$ cat src/rtl/cdb_arbiter_pkg.sv
// cdb_arbiter_pkg
//   Widths and types shared by the CDB arbiter, its interface and the
//   round-robin picker.
//   XLEN  : result width
//   ARN_W : architectural register number width
//   RRN_W : rename register number width
//   cdb_entry_t : one common-data-bus beat {valid, result, arn, rrn}
package cdb_arbiter_pkg;

   localparam int XLEN  = 32;
   localparam int ARN_W = 5;
   localparam int RRN_W = 6;

   typedef struct packed {
      logic             valid;
      logic [XLEN-1:0]  result;
      logic [ARN_W-1:0] arn;
      logic [RRN_W-1:0] rrn;
   } cdb_entry_t;

   // Population count over up to 8 requesters (N_REQ <= 8).
   function automatic logic [3:0] popcount8(input logic [7:0] v);
      logic [3:0] c;
      c = '0;
      for (int i = 0; i < 8; i++) c = c + 4'(v[i]);
      return c;
   endfunction

endpackage

$ cat src/rtl/cdb_arbiter_if.sv
// cdb_arbiter_if
//   Requester handshake plus the two registered common data buses.
//   Parameter N_REQ : number of result requesters.
//   master : result producers / CDB consumers (drive req_*, see ready + cdb_*)
//   slave  : the arbiter (sees req_*, drives req_ready + cdb_*)
interface cdb_arbiter_if #(parameter int N_REQ = 4);
   import cdb_arbiter_pkg::*;

   logic [N_REQ-1:0]            req_valid;
   logic [N_REQ-1:0][XLEN-1:0]  req_result;
   logic [N_REQ-1:0][ARN_W-1:0] req_arn;
   logic [N_REQ-1:0][RRN_W-1:0] req_rrn;
   logic [N_REQ-1:0]            req_ready;

   logic [1:0]                  cdb_valid;
   logic [1:0][XLEN-1:0]        cdb_result;
   logic [1:0][ARN_W-1:0]       cdb_arn;
   logic [1:0][RRN_W-1:0]       cdb_rrn;

   modport master (
      output req_valid, req_result, req_arn, req_rrn,
      input  req_ready, cdb_valid, cdb_result, cdb_arn, cdb_rrn
   );

   modport slave (
      input  req_valid, req_result, req_arn, req_rrn,
      output req_ready, cdb_valid, cdb_result, cdb_arn, cdb_rrn
   );

endinterface

$ cat src/rtl/cdb_arbiter_rr_pick2.sv
// rr_pick2
//   Combinational round-robin picker returning up to two grants per cycle.
//   Scan starts at ptr and walks upward modulo N; first hit -> gnt0,
//   second hit -> gnt1. ptr_nxt is one past the last grant, or ptr when
//   nothing is granted.
//   req     in  N   request vector
//   ptr     in  PW  scan start index (< N)
//   gnt0/1  out N   one-hot grants
//   vld0/1  out 1   grant present
//   ptr_nxt out PW  pointer for the next cycle
module rr_pick2 #(
   parameter  int N  = 4,
   localparam int PW = (N > 1) ? $clog2(N) : 1
) (
   input  logic [N-1:0]  req,
   input  logic [PW-1:0] ptr,
   output logic [N-1:0]  gnt0,
   output logic [N-1:0]  gnt1,
   output logic          vld0,
   output logic          vld1,
   output logic [PW-1:0] ptr_nxt
);

   always_comb begin
      int s;
      logic [PW-1:0] idx;
      gnt0    = '0;
      gnt1    = '0;
      vld0    = 1'b0;
      vld1    = 1'b0;
      ptr_nxt = ptr;
      s       = 0;
      idx     = '0;
      for (int k = 0; k < N; k++) begin
         s = int'(ptr) + k;
         if (s >= N) s = s - N;
         idx = PW'(s);
         if (req[idx]) begin
            if (!vld0) begin
               gnt0[idx] = 1'b1;
               vld0      = 1'b1;
               ptr_nxt   = PW'((s + 1) % N);
            end else if (!vld1) begin
               gnt1[idx] = 1'b1;
               vld1      = 1'b1;
               ptr_nxt   = PW'((s + 1) % N);
            end
         end
      end
   end

endmodule

$ cat src/rtl/cdb_arbiter.sv
// cdb_arbiter
//   Shares CDB0/CDB1 between N_REQ result producers. Up to two round-robin
//   grants per cycle; granted results appear, registered, on the cycle
//   after the transfer. Idle buses drive all-zero fields because
//   downstream forwarding matches tags without qualifying by valid.
//   clk, reset      : clock, synchronous active-high reset
//   flush           : no grants this cycle, buses cleared and ptr = 0 next
//   bus (slave)     : req_* handshake in, req_ready / cdb_* out
//   stall_cnt       : denied-requester count (CDB_ARB_STATS_EN), else 0
//   Build option: define CDB_ARB_STATS_EN to include the stall counter.
module cdb_arbiter
   import cdb_arbiter_pkg::*;
#(
   parameter int N_REQ = 4
) (
   input  logic          clk,
   input  logic          reset,
   input  logic          flush,
   cdb_arbiter_if.slave  bus,
   output logic [31:0]   stall_cnt
);

   localparam int PTR_W = (N_REQ > 1) ? $clog2(N_REQ) : 1;

   logic [PTR_W-1:0] ptr_q, ptr_d, ptr_nxt;
   logic [N_REQ-1:0] gnt0, gnt1;
   logic             vld0, vld1;
   logic             arb_en;
   cdb_entry_t [1:0] cdb_d, cdb_q;

   rr_pick2 #(.N(N_REQ)) u_pick (
      .req     (bus.req_valid),
      .ptr     (ptr_q),
      .gnt0    (gnt0),
      .gnt1    (gnt1),
      .vld0    (vld0),
      .vld1    (vld1),
      .ptr_nxt (ptr_nxt)
   );

   // Grants are suppressed while reset or flush is high.
   assign arb_en        = !reset && !flush;
   assign bus.req_ready = arb_en ? (gnt0 | gnt1) : '0;

   always_comb begin
      cdb_d = '0;
      ptr_d = arb_en ? ptr_nxt : '0;
      for (int i = 0; i < N_REQ; i++) begin
         if (arb_en && vld0 && gnt0[i])
            cdb_d[0] = '{1'b1, bus.req_result[i], bus.req_arn[i], bus.req_rrn[i]};
         if (arb_en && vld1 && gnt1[i])
            cdb_d[1] = '{1'b1, bus.req_result[i], bus.req_arn[i], bus.req_rrn[i]};
      end
   end

   always_ff @(posedge clk) begin
      if (reset) begin
         cdb_q <= '0;
         ptr_q <= '0;
      end else begin
         cdb_q <= cdb_d;
         ptr_q <= ptr_d;
      end
   end

   for (genvar k = 0; k < 2; k++) begin : g_bus
      assign bus.cdb_valid[k]  = cdb_q[k].valid;
      assign bus.cdb_result[k] = cdb_q[k].result;
      assign bus.cdb_arn[k]    = cdb_q[k].arn;
      assign bus.cdb_rrn[k]    = cdb_q[k].rrn;
   end

`ifdef CDB_ARB_STATS_EN
   logic [31:0]      stall_cnt_q, stall_cnt_d;
   logic [N_REQ-1:0] denied;
   logic [32:0]      stall_sum;

   // Counts every valid requester left without a grant, saturating.
   always_comb begin
      denied      = bus.req_valid & ~bus.req_ready;
      stall_sum   = {1'b0, stall_cnt_q} + 33'(popcount8(8'(denied)));
      stall_cnt_d = stall_sum[32] ? '1 : stall_sum[31:0];
   end

   always_ff @(posedge clk) begin
      if (reset) stall_cnt_q <= '0;
      else       stall_cnt_q <= stall_cnt_d;
   end

   assign stall_cnt = stall_cnt_q;
`else
   assign stall_cnt = '0;
`endif

endmodule

$ cat src/flat_wrapper.sv
// flat-port wrapper written by rule: the top's interface ports become plain ports
module cdb_arbiter_flat import cdb_arbiter_pkg::*;
#(
   parameter int N_REQ = 4
)
  (clk, reset, flush, stall_cnt, bus_req_valid, bus_req_result, bus_req_arn, bus_req_rrn, bus_req_ready, bus_cdb_valid, bus_cdb_result, bus_cdb_arn, bus_cdb_rrn);
  cdb_arbiter_if #(.N_REQ(N_REQ)) bus_i ();
  input  logic clk;
  input  logic reset;
  input  logic flush;
  output logic [31:0] stall_cnt;
  input wire logic [$bits(bus_i.req_valid)-1:0] bus_req_valid;
  input wire logic [$bits(bus_i.req_result)-1:0] bus_req_result;
  input wire logic [$bits(bus_i.req_arn)-1:0] bus_req_arn;
  input wire logic [$bits(bus_i.req_rrn)-1:0] bus_req_rrn;
  output wire logic [$bits(bus_i.req_ready)-1:0] bus_req_ready;
  output wire logic [$bits(bus_i.cdb_valid)-1:0] bus_cdb_valid;
  output wire logic [$bits(bus_i.cdb_result)-1:0] bus_cdb_result;
  output wire logic [$bits(bus_i.cdb_arn)-1:0] bus_cdb_arn;
  output wire logic [$bits(bus_i.cdb_rrn)-1:0] bus_cdb_rrn;
  assign bus_i.req_valid = bus_req_valid;
  assign bus_i.req_result = bus_req_result;
  assign bus_i.req_arn = bus_req_arn;
  assign bus_i.req_rrn = bus_req_rrn;
  assign bus_req_ready = bus_i.req_ready;
  assign bus_cdb_valid = bus_i.cdb_valid;
  assign bus_cdb_result = bus_i.cdb_result;
  assign bus_cdb_arn = bus_i.cdb_arn;
  assign bus_cdb_rrn = bus_i.cdb_rrn;
  cdb_arbiter #(.N_REQ(N_REQ)) u_core (.clk(clk), .reset(reset), .flush(flush), .bus(bus_i), .stall_cnt(stall_cnt));
endmodule
$ cat config.mk
export PLATFORM = sky130hd
export DESIGN_NAME = cdb_arbiter_flat
export DESIGN_NICKNAME = d
export VERILOG_FILES = /design/src/rtl/cdb_arbiter_pkg.sv /design/src/rtl/cdb_arbiter_if.sv /design/src/rtl/cdb_arbiter_rr_pick2.sv /design/src/rtl/cdb_arbiter.sv /design/src/flat_wrapper.sv
export SDC_FILE = /design/constraint.sdc
export NUM_CORES = 1
export LEC_CHECK = 0
export CORE_MARGIN = 3
export CORE_UTILIZATION = 45
export DETAILED_ROUTE_END_ITERATION = 8
export GPL_ROUTABILITY_DRIVEN = 0
export HOLD_SLACK_MARGIN = 0.03
export PLACE_DENSITY = 0.87
export SLEW_MARGIN = 5
export SYNTH_ARGS = -nofsm -noshare
export SYNTH_HDL_FRONTEND = slang
export SYNTH_SLANG_ARGS = --single-unit
$ cat constraint.sdc
create_clock -name clk -period 4.5 [get_ports clk]
set_input_delay 0.675 -clock clk [delete_from_list [all_inputs] [get_ports clk]]
set_output_delay 0.675 -clock clk [all_outputs]
set_load 0.1 [all_outputs]
Word-level counts from Yosys, hierarchy flattened

Index checks and enable logic that the tools add are counted.

Word-level logic and storage cells: 119
Bits in registers: 90

$add $sub $neg: 11
Reduce and logical (&&, ||, !) cells: 18
Bitwise logic cells: 7
Multiplexer cells: 62
Magnitude comparators: 12

Operator list:

| kind                  | count |
|---|---|
| $mux W44              | 8 |
| $mux W4               | 16 |
| $mux W2               | 12 |
| $or A4 B4 Y4          | 6 |
| $mux W1               | 18 |
| $logic_and A1 B1 Y1   | 15 |
| $lt A2 B3 Y1 const B  | 4 |
| $ge A3 B3 Y1 const B  | 3 |
| $add A2 B2 Y2 const B | 4 |
| $bmux W1 S2           | 4 |
| $demux W1 S2          | 4 |
| $ge A2 B1 Y1 const B  | 4 |
| $sub A2 B1 Y2 const B | 4 |
| $add A2 B2 Y3 const B | 2 |
| $add A2 B1 Y3 const B | 1 |
| $ge A2 B3 Y1 const B  | 1 |
| $logic_not A1 Y1      | 2 |
| $reduce_or A2 Y1      | 1 |
| $not A1 Y1            | 1 |

Depth between registers and ports, before layout

Gate-level depths: netlist of run 1.

Depth in word-level cells: 22
Gate-level depth with buffers: 14
Depth with buffers taken out: 9

By module

A second synthesis of run 1 with hierarchy kept.

Cells, all modules: 668
Area total of the unflattened synthesis: 5834.3 um^2

By module, submodules not included:

| module      | times used | cells each | area an instance (um^2) |
|---|---|---|---|
| cdb_arbiter | 1          | 548        | 4984.8 |
| rr_pick2    | 1          | 120        | 849.6 |

Worst setup path after synthesis of run 1

Ideal clock, no wire load.

Kind: reg2out
Start: register u_core.ptr_q[0]
End: output port bus_req_ready[0]
Slack: 0.146 ns
Buffers on the path: 1
Arrival: 3.679 ns
Data required time: 3.825 ns
Cell stages (with the launch flop): 10
Cells stage by stage: dfxtp_1 buf_6 inv_1 ha_1 or4b_2 nand3_1 a211o_1 a32oi_1 and2_1 a21oi_1

Cells in the longest elaborated chain, start to end: 19

RTL lines:

| element                                                                   | line                                                   | source |
|---|---|---|
| from (decl)                                                               | cdb_arbiter.sv:25                                      | `logic [PTR_W-1:0] ptr_q, ptr_d, ptr_nxt;` |
| from (signal assigned)                                                    | cdb_arbiter.sv:62                                      | `ptr_q <= ptr_d;` |
| $add A2 B1 Y3                                                             | cdb_arbiter_rr_pick2.sv:35                             | `s = int'(ptr) + k;` |
| $ge A3 B3 Y1 / $sub A2 B1 Y2 (equally long branches)                      | cdb_arbiter_rr_pick2.sv:36                             | `if (s >= N) s = s - N;` |
| $mux W2                                                                   | cdb_arbiter_rr_pick2.sv:36                             |  |
| $lt A2 B3 Y1 (not written as such) / $ge A2 B1 Y1 (equally long branches) | cdb_arbiter_rr_pick2.sv:40, cdb_arbiter_rr_pick2.sv:44 |  |
| $logic_and A1 B1 Y1 (not written as such)                                 | cdb_arbiter_rr_pick2.sv:40, cdb_arbiter_rr_pick2.sv:44 |  |
| $mux W1 (not written as such)                                             | cdb_arbiter_rr_pick2.sv:40, cdb_arbiter_rr_pick2.sv:44 |  |
| $demux W1 S2                                                              | cdb_arbiter_rr_pick2.sv:40, cdb_arbiter_rr_pick2.sv:44 |  |
| $mux W4                                                                   | cdb_arbiter_rr_pick2.sv:39                             | `if (!vld0) begin` |
| [... 3 more ...]                                                          | --                                                     |  |
| $mux W4                                                                   | cdb_arbiter_rr_pick2.sv:39                             |  |
| $mux W4                                                                   | cdb_arbiter_rr_pick2.sv:38                             | `if (req[idx]) begin` |
| $or A4 B4 Y4 (no source line)                                             | --                                                     |  |
| $mux W4                                                                   | cdb_arbiter_rr_pick2.sv:43                             | `end else if (!vld1) begin` |
| $mux W4                                                                   | cdb_arbiter_rr_pick2.sv:39                             |  |
| $mux W4                                                                   | cdb_arbiter_rr_pick2.sv:38                             |  |
| $or A4 B4 Y4 *                                                            | cdb_arbiter.sv:43                                      | `assign bus.req_ready = arb_en ? (gnt0 \| gnt1) : '0;` |
| $mux W4 *                                                                 | cdb_arbiter.sv:43                                      |  |
| to (decl)                                                                 | flat_wrapper.sv:16                                     | `output wire logic [$bits(bus_i.req_ready)-1:0] bus_req_ready;` |

Mark *: on every way between the ends. The rest lies on a longest branch, timed or not. The select of a mux whose other input is x is not followed.

Worst setup path in the final report of run 1

Start: register u_core.ptr_q[1]
End: output port bus_req_ready[0]

The elaborated chain is that of the path after synthesis.

==> metrics.md, run 1 <==
| Metric | Value |
|---|---|
| Outcome | complete, no violations |
| Final setup violation count | 0 |
| Share of the synthesized area in the top cell type | 28.2% |
| WP data arrival | 3.49 ns |
| Power per cell area | 469 nW/µm² |
| Maximum root-to-sink buffer count | 2 |
| Chip Height | 125 µm |
| Switching share of total power | 51.8% |
| Final Net Count | 1181 |
| Cell taking the most area after synthesis | sky130_fd_sc_hd__dfxtp_1 |
| Amount of wire on met2 after detailed routing | 12200 µm |
| Detail-routed via count per cell | 6.33 |
| P_leak | 3.37 nW |
| Number of antenna violations at the first check in global routing | 0 |
| Total count of hold-check failures in the final report | 0 |
| Cell variety after synth | 66 |
| DRC viols | 0 |
| Total Wirelength | 25800 µm |
| Core outline area | between 10000 and 15000 µm² |
| Slew of the pin with the lowest slew margin | 1.23 ns |
| Clock-pin slew of the registers on the worst-case setup and hold paths | 0.07 ns |
| Mean instance size in the synthesized netlist | 8.27 µm² |
| Post-synthesis cell area | 6400 µm² |
| Clock net sink count | 90 |
| Minimum clock period after layout | 4.16 ns |
| Met1 wire length | 9620 µm |
| Internal | 2.12 mW |
| Combinational fraction of design power | 59.2% |
| Min-delay worst type | input pin to register |
| Routed wirelength normalized by instance count | 21.9 µm |
| R2r startpoint | u_core.ptr_q[1] |
| Buffer cell driving the clock tree root | sky130_fd_sc_hd__clkbuf_16 |
| Number of global-route vias before repair | around 7000 |
| Clock tree from TritonCTS | yes |
| Setup TNS | 0 ns |
| Antenna Violating Nets Remaining | 0 |
| Yosys warns | 0 |
| Headroom to the max-slew limit | 17.9% |
| Power dissipated by switching net loads | 2.27 mW |
| Portion of the clock cycle consumed by the worst path in the final layout | 92.5% |
| DR vias | 7443 |
| Max-cap violation count | 0 |
| Total overflow reported by the global router | 0 |
| Type of destination of the critical path | output pin |
| Worst Clk Skew | 0.00681 ns |
| Global-route wire length before repair | 39500 µm |
| Number of diodes added for antenna fixing | 0 |
| Count of pins on the block boundary | 303 |
| Area delta synth->final | 46.5% |
| Worst Setup Slack post-DPL | ~0.44 ns |
| Pin count of the biggest net entering global routing | 83 |
| Proportion of power drawn by the clock network | 18.3% |
| Required arrival time at the worst endpoint | 3.83 ns |
| Setup Crit Path Kind | register to output pin |
| Async S/R FF share, synth | 0% |
| Gate count after technology mapping | between 700 and 800 |
| Ratio of cells with drive above 1 in the final layout | a little under a fifth |
| Overall Global Routing Usage | 30.9% |
| Input/output buffers | 270 |
| Number of pins with negative max-slew slack in the final report | 0 |
| Hpwl dp | 17400 µm |
| Unrepaired setup endpoints after global routing | false |
| Total CTS buffers | 9 |
| Overall die width | 125 µm |
| Number of core rows | 42 |
| Initial Util | 47.2% |
| Detail Route met3 WL | 2700 µm |
| Post-synth top cells | sky130_fd_sc_hd__a21oi_1, sky130_fd_sc_hd__dfxtp_1, sky130_fd_sc_hd__nor2_1, sky130_fd_sc_hd__a221oi_1 |
| Launch instance of the worst min-delay path | reset |
| Most used flip-flop cell after synthesis | sky130_fd_sc_hd__dfxtp_1 |
| Worst Setup SP | u_core.ptr_q[1] |
| Highest signal layer in the routed design | met4 |
| Count of hold-fix buffers inserted at cts | 0 |
| Max VDD drop | 0.295 mV |
| Number of flip-flops and latches in the synthesized netlist | 90 |
| Sequential share of power | 22.5% |
| Dominant cells by area after synthesis | sky130_fd_sc_hd__dfxtp_1, sky130_fd_sc_hd__nor4_2, sky130_fd_sc_hd__a21oi_1, sky130_fd_sc_hd__a221oi_1, sky130_fd_sc_hd__a31o_2 |
| Startpoint Class | register |
| Initial DRC count | 969 |
| Max Clk Rate | 240 MHz |
| Most common cell in the netlist | sky130_fd_sc_hd__a21oi_1 |
| Count of flip-flops with a built-in enable after synthesis | 0 |
| Final WS setup | around 0.34 ns |
| First-pass DRT Iterations | 6 |
| Postcts setup bufs | 0 |
| Die area | 15700 µm² |
| Depth of the CTS H-tree | 3 |
| Source-to-sink clock delay at the later pin of the worst-skew pair | 0.35 ns |
| Share of the yosys chip area belonging to registers | between 20 and 30% |
| Number of fill cells in the layout | 1067 |
| Critical path peak fanout | 15 |
| Resize count post-CTS | 0 |
-- metrics by stage --
step	cells	hold WS [ns]	area, µm²	total power, mW	util, %
after global routing	1176	0.674	9370	4.52	69.1
after global placement	1161	0.750	9070	3.56	66.9
after detailed placement	1161	0.763	9070	3.57	66.9
after CTS	1176	0.648	9370	4.37	69.1
after floorplan	805	0.702	6510	2.89	-
final	1176	0.666	9370	4.39	69.1
-- logic make-up after synthesis --
group	Yosys count	synth area share, %
fa+ha+maj	6	1.17
xor+xnor	2	0.274
flops	90	28.2
compound gates	270	29.3
mux	8	2.09
simple gates	240	25.3
buf+inv	157	13.6
other cells	1	0.0586
-- critical path, cell delays in order, from the launching register on --
cell and delay, ns:
sky130_fd_sc_hd__dfxtp_1 0.51, sky130_fd_sc_hd__inv_1 0.14, sky130_fd_sc_hd__ha_1 0.59, sky130_fd_sc_hd__buf_4 0.25, sky130_fd_sc_hd__nor3b_1 0.36, sky130_fd_sc_hd__o32a_1 0.29
sky130_fd_sc_hd__a32oi_1 0.19, sky130_fd_sc_hd__and2_1 0.24, sky130_fd_sc_hd__a21oi_1 0.33, sky130_fd_sc_hd__buf_12 0.23
-- power by group through the flow --
stage          clock network, mW  logic (mW)  registers (mW)
6_report                   0.805        2.60           0.989
5_1_grt                    0.840        2.69            1.00
4_1_cts                    0.806        2.58           0.988
3_5_place_dp                   0        2.57            1.00
3_3_place_gp                   0        2.55            1.00
2_1_floorplan                  0       0.902            1.98
-- state kept, by name, summed over array words and instances, names as in the netlist --
name / flops
u_core.bus.cdb_result: 64
u_core.bus.cdb_rrn: 12
u_core.ptr_q: 2
u_core.bus.cdb_arn: 10
u_core.bus.cdb_valid: 2
-- area by class of cell --
cell class	instances	area [µm²]	share of cell area, %
multi-input cells	558	3900	41.6
flip-flops and latches	90	1800	19.2
repair buffers	296	3000	32.0
inverters	41	154	1.64
well taps	176	220	2.35
clock buffers	12	256	2.74
clock inverters	3	47.5	0.507
-- cells in the final DEF (no fill, tap or decap), types with 18 or more instances in the layout --
master	count
sky130_fd_sc_hd__a21oi_1	92
sky130_fd_sc_hd__nor2_1	56
sky130_fd_sc_hd__nor3_1	41
sky130_fd_sc_hd__clkdlybuf4s50_1	265
sky130_fd_sc_hd__a31o_2	28
sky130_fd_sc_hd__nor4_2	40
sky130_fd_sc_hd__nand2_1	18
sky130_fd_sc_hd__dfxtp_1	90
sky130_fd_sc_hd__inv_1	41
sky130_fd_sc_hd__nor2_2	30
sky130_fd_sc_hd__a221oi_1	45
sky130_fd_sc_hd__buf_4	21
sky130_fd_sc_hd__conb_1	32
sky130_fd_sc_hd__a31oi_1	39
-- layer usage --
metal | global-route usage, % | up-vias
met3 | 6.95 | 102
met4 | 16.0 | 0
met1 | 38.3 | 3467
met2 | 50.2 | 614
li1 | - | 3260
met5 | 0 | -
-- path summary, 6_finish.rpt --
path / end / slack, ns / cells after the start
worst max-delay path: bus_req_ready[0] / 0.34 / 9
worst min-delay path: u_core.ptr_q[1] / 0.67 / 4
worst max register to register: u_core.bus.cdb_result[1] / 0.60 / 10
worst min register to register: u_core.ptr_q[0] / 0.77 / 3
Note: power is estimated with default switching activity, not from simulation.
==> run 2, diff against run 1 <==
Settings changed: CTS_CLUSTER_SIZE set to 10.
==> results of run 2 <==
Final layout, timing and power as in run 1 (identical DEF).
==> run 3, diff against run 2 <==
Settings changed: CTS_BUF_LIST set to sky130_fd_sc_hd__clkbuf_16.
==> metrics.md, run 3 (synthesized netlist as in run 1, its figures left out) <==
| Metric | Value |
|---|---|
| WP data arrival | 3.49 ns (about the same) |
| Number of diodes added for antenna fixing | 0 (unchanged) |
| Internal | 2.08 mW (-1.7%) |
| Antenna Violating Nets Remaining | 0 (unchanged) |
| Crit path cell chain | inv_1 -> ha_1 -> buf_4 -> nor3b_1 -> o32a_1 -> a32oi_1 -> and2_1 -> a21oi_1 -> buf_12 |
| Number of antenna violations at the first check in global routing | 0 (unchanged) |
| Type of destination of the critical path | output pin |
| Die area | 15700 µm² (unchanged) |
| Input/output buffers | 270 (unchanged) |
| DR vias | 7448 (+0.067%) |
| Portion of the clock cycle consumed by the worst path in the final layout | 92.6% (about the same) |
| Min-delay worst type | input pin to register |
| Overall Global Routing Usage | 30.9% (+0.045 points) |
| Depth of the CTS H-tree | 3 (unchanged) |
| Pin count of the biggest net entering global routing | 83 (unchanged) |
| Final setup violation count | 0 (unchanged) |
| First-pass DRT Iterations | 6 (unchanged) |
| Clock-pin slew of the registers on the worst-case setup and hold paths | 0.07 ns (about the same) |
| Buf/Inv on CP | 3 (unchanged) |
| Sequential share of power | 22.7% (+0.2 points) |
| Maximum root-to-sink buffer count | 2 (unchanged) |
| Total count of hold-check failures in the final report | 0 (unchanged) |
| Global-route wire length before repair | 39600 µm (+0.21%) |
| Total overflow reported by the global router | 0 (unchanged) |
| Total Wirelength | 25800 µm (about the same) |
| DRC viols | 0 (unchanged) |
| Max Clk Rate | 240 MHz (about the same) |
| Hpwl dp | 17400 µm (unchanged) |
| Final Net Count | 1181 (unchanged) |
| Initial DRC count | 857 (-12%) |
| Power per cell area | 466 nW/µm² (-0.58%) |
| Resize count post-CTS | 0 (unchanged) |
| Clock tree from TritonCTS | yes |
| Max VDD drop | 0.295 mV (about the same) |
| Area delta synth->final | 46.2% |
| Count of pins on the block boundary | 303 (unchanged) |
| Total CTS buffers | 9 (unchanged) |
| Unrepaired setup endpoints after global routing | false |
| Headroom to the max-slew limit | 17.6% (-0.30 points) |
| Ratio of cells with drive above 1 in the final layout | 18.0% (-0.20 points) |
| Family with the most delay on the worst path | compound AO/OA/AOI/OAI gates |
| Buffer cell driving the clock tree root | sky130_fd_sc_hd__clkbuf_16 |
| Proportion of power drawn by the clock network | 17.7% (-0.6 points) |
| Most frequent standard cell in the layout excluding fill and tap cells | sky130_fd_sc_hd__clkdlybuf4s50_1 |
| Chip Height | 125 µm (unchanged) |
| Number of global-route vias before repair | 7118 (unchanged) |
| Slew of the pin with the lowest slew margin | 1.23 ns (+0.00158 ns) |
| Setup Crit Path Kind | register to output pin |
| Detail-routed via count per cell | 6.33 (about the same) |
| Critical path peak fanout | 15 (unchanged) |
| Total power | 4.36 mW (-0.79%) |
| Delay of the slowest cell on the worst path | 0.58 ns (about the same) |
| Combinational fraction of design power | 59.6% (+0.4 points) |
| Minimum clock period after layout | 4.17 ns (+0.00303 ns) |
| Amount of wire on met2 after detailed routing | 12200 µm (+0.14%) |
| Routed wirelength normalized by instance count | 21.9 µm (about the same) |
| Met1 wire length | 9790 µm (+1.7%) |
| Most frequent cells in the layout | sky130_fd_sc_hd__clkdlybuf4s50_1, sky130_fd_sc_hd__a21oi_1, sky130_fd_sc_hd__dfxtp_1, sky130_fd_sc_hd__nor2_1, sky130_fd_sc_hd__a221oi_1 |
| Power dissipated by switching net loads | 2.28 mW (about the same) |
| Required arrival time at the worst endpoint | 3.83 ns (about the same) |
| Startpoint Class | register |
| Clock net sink count | 90 (unchanged) |
| Number of pins with negative max-slew slack in the final report | 0 (unchanged) |
| Switching share of total power | 52.2% (+0.45 points) |
| P_leak | 3.36 nW (-0.21%) |
| Core outline area | 13600 µm² (unchanged) |
| Setup TNS | 0 ns (unchanged) |
| Postcts setup bufs | 0 (unchanged) |
| Count of hold-fix buffers inserted at cts | 0 (unchanged) |
| Detail Route met3 WL | 2550 µm (-5.5%) |
| Number of fill cells in the layout | 1073 (+0.56%) |
| Worst Clk Skew | 0.00788 ns (+0.00107 ns) |
| Source-to-sink clock delay at the later pin of the worst-skew pair | 0.35 ns (about the same) |
| Highest signal layer in the routed design | met4 |
| Overall die width | 125 µm (unchanged) |
| Max-cap violation count | 0 (unchanged) |
| Initial Util | 47.2% (unchanged) |
| Number of core rows | 42 (unchanged) |
| Worst path slowest cell | sky130_fd_sc_hd__ha_1 |
| Number of flip-flops in the largest register | 64 (unchanged) |
| Outcome | complete, no violations |
-- run 3: cell count changes in the layout (fill, tap and decap cells not counted) --
cell / previous run / this run
sky130_fd_sc_hd__clkbuf_1: 1 / 0
sky130_fd_sc_hd__clkbuf_8: 2 / 0
sky130_fd_sc_hd__clkinv_1: 0 / 2
sky130_fd_sc_hd__inv_1: 41 / 42
-- run 3: worst min-delay path, delay by kind of cell --
family          cells  cell delay (ns)
buf+inv             1             0.09
simple gates        1             0.08
compound gates      2             0.12
-- run 3: power by group through the flow --
stage          registers, mW  logic (mW)  clock network [mW]
2_1_floorplan           1.98       0.902                   0
3_5_place_dp            1.00        2.57                   0
4_1_cts                0.988        2.58               0.770
5_1_grt                 1.00        2.69               0.802
3_3_place_gp            1.00        2.55                   0
6_report               0.989        2.60               0.771
-- run 3: final timing paths --
kind | startpoint | depth (start not counted) | slack [ns] | endpoint
max | u_core.ptr_q[1] | 9 | 0.33 | bus_req_ready[0]
min | reset | 4 | 0.66 | u_core.ptr_q[1]
max reg2reg | u_core.ptr_q[1] | 10 | 0.62 | u_core.bus.cdb_result[2]
min reg2reg | u_core.ptr_q[0] | 3 | 0.78 | u_core.ptr_q[0]
-- run 3: per-stage QoR --
stage	utilization, %	setup slack (ns)	cell area (µm²)	hold WS, ns	std cells
floorplan	-	0.146	6510	0.702	805
global route	69.0	0.171	9350	0.674	1176
CTS	69.0	0.370	9350	0.648	1176
global placement	66.9	0.557	9070	0.750	1161
detailed placement	66.9	0.437	9070	0.763	1161
finish	69.0	0.334	9350	0.663	1176
-- run 3: layout make-up --
cell class,instances,area (µm²),share of cell area (%)
clock buffers,9,225,2.41
clock inverters,6,58.8,0.629
inverters,41,154,1.65
multi-input cells,558,3900,41.7
flip-flops and latches,90,1800,19.3
well taps,176,220,2.35
repair buffers,296,3000,32.0
-- run 3: layer usage --
metal  GRT usage (%)  vias to the layer above
met5               0                        -
met4            16.0                        0
met3            6.87                       96
met2            50.2                      592
met1            38.5                     3493
li1                -                     3267
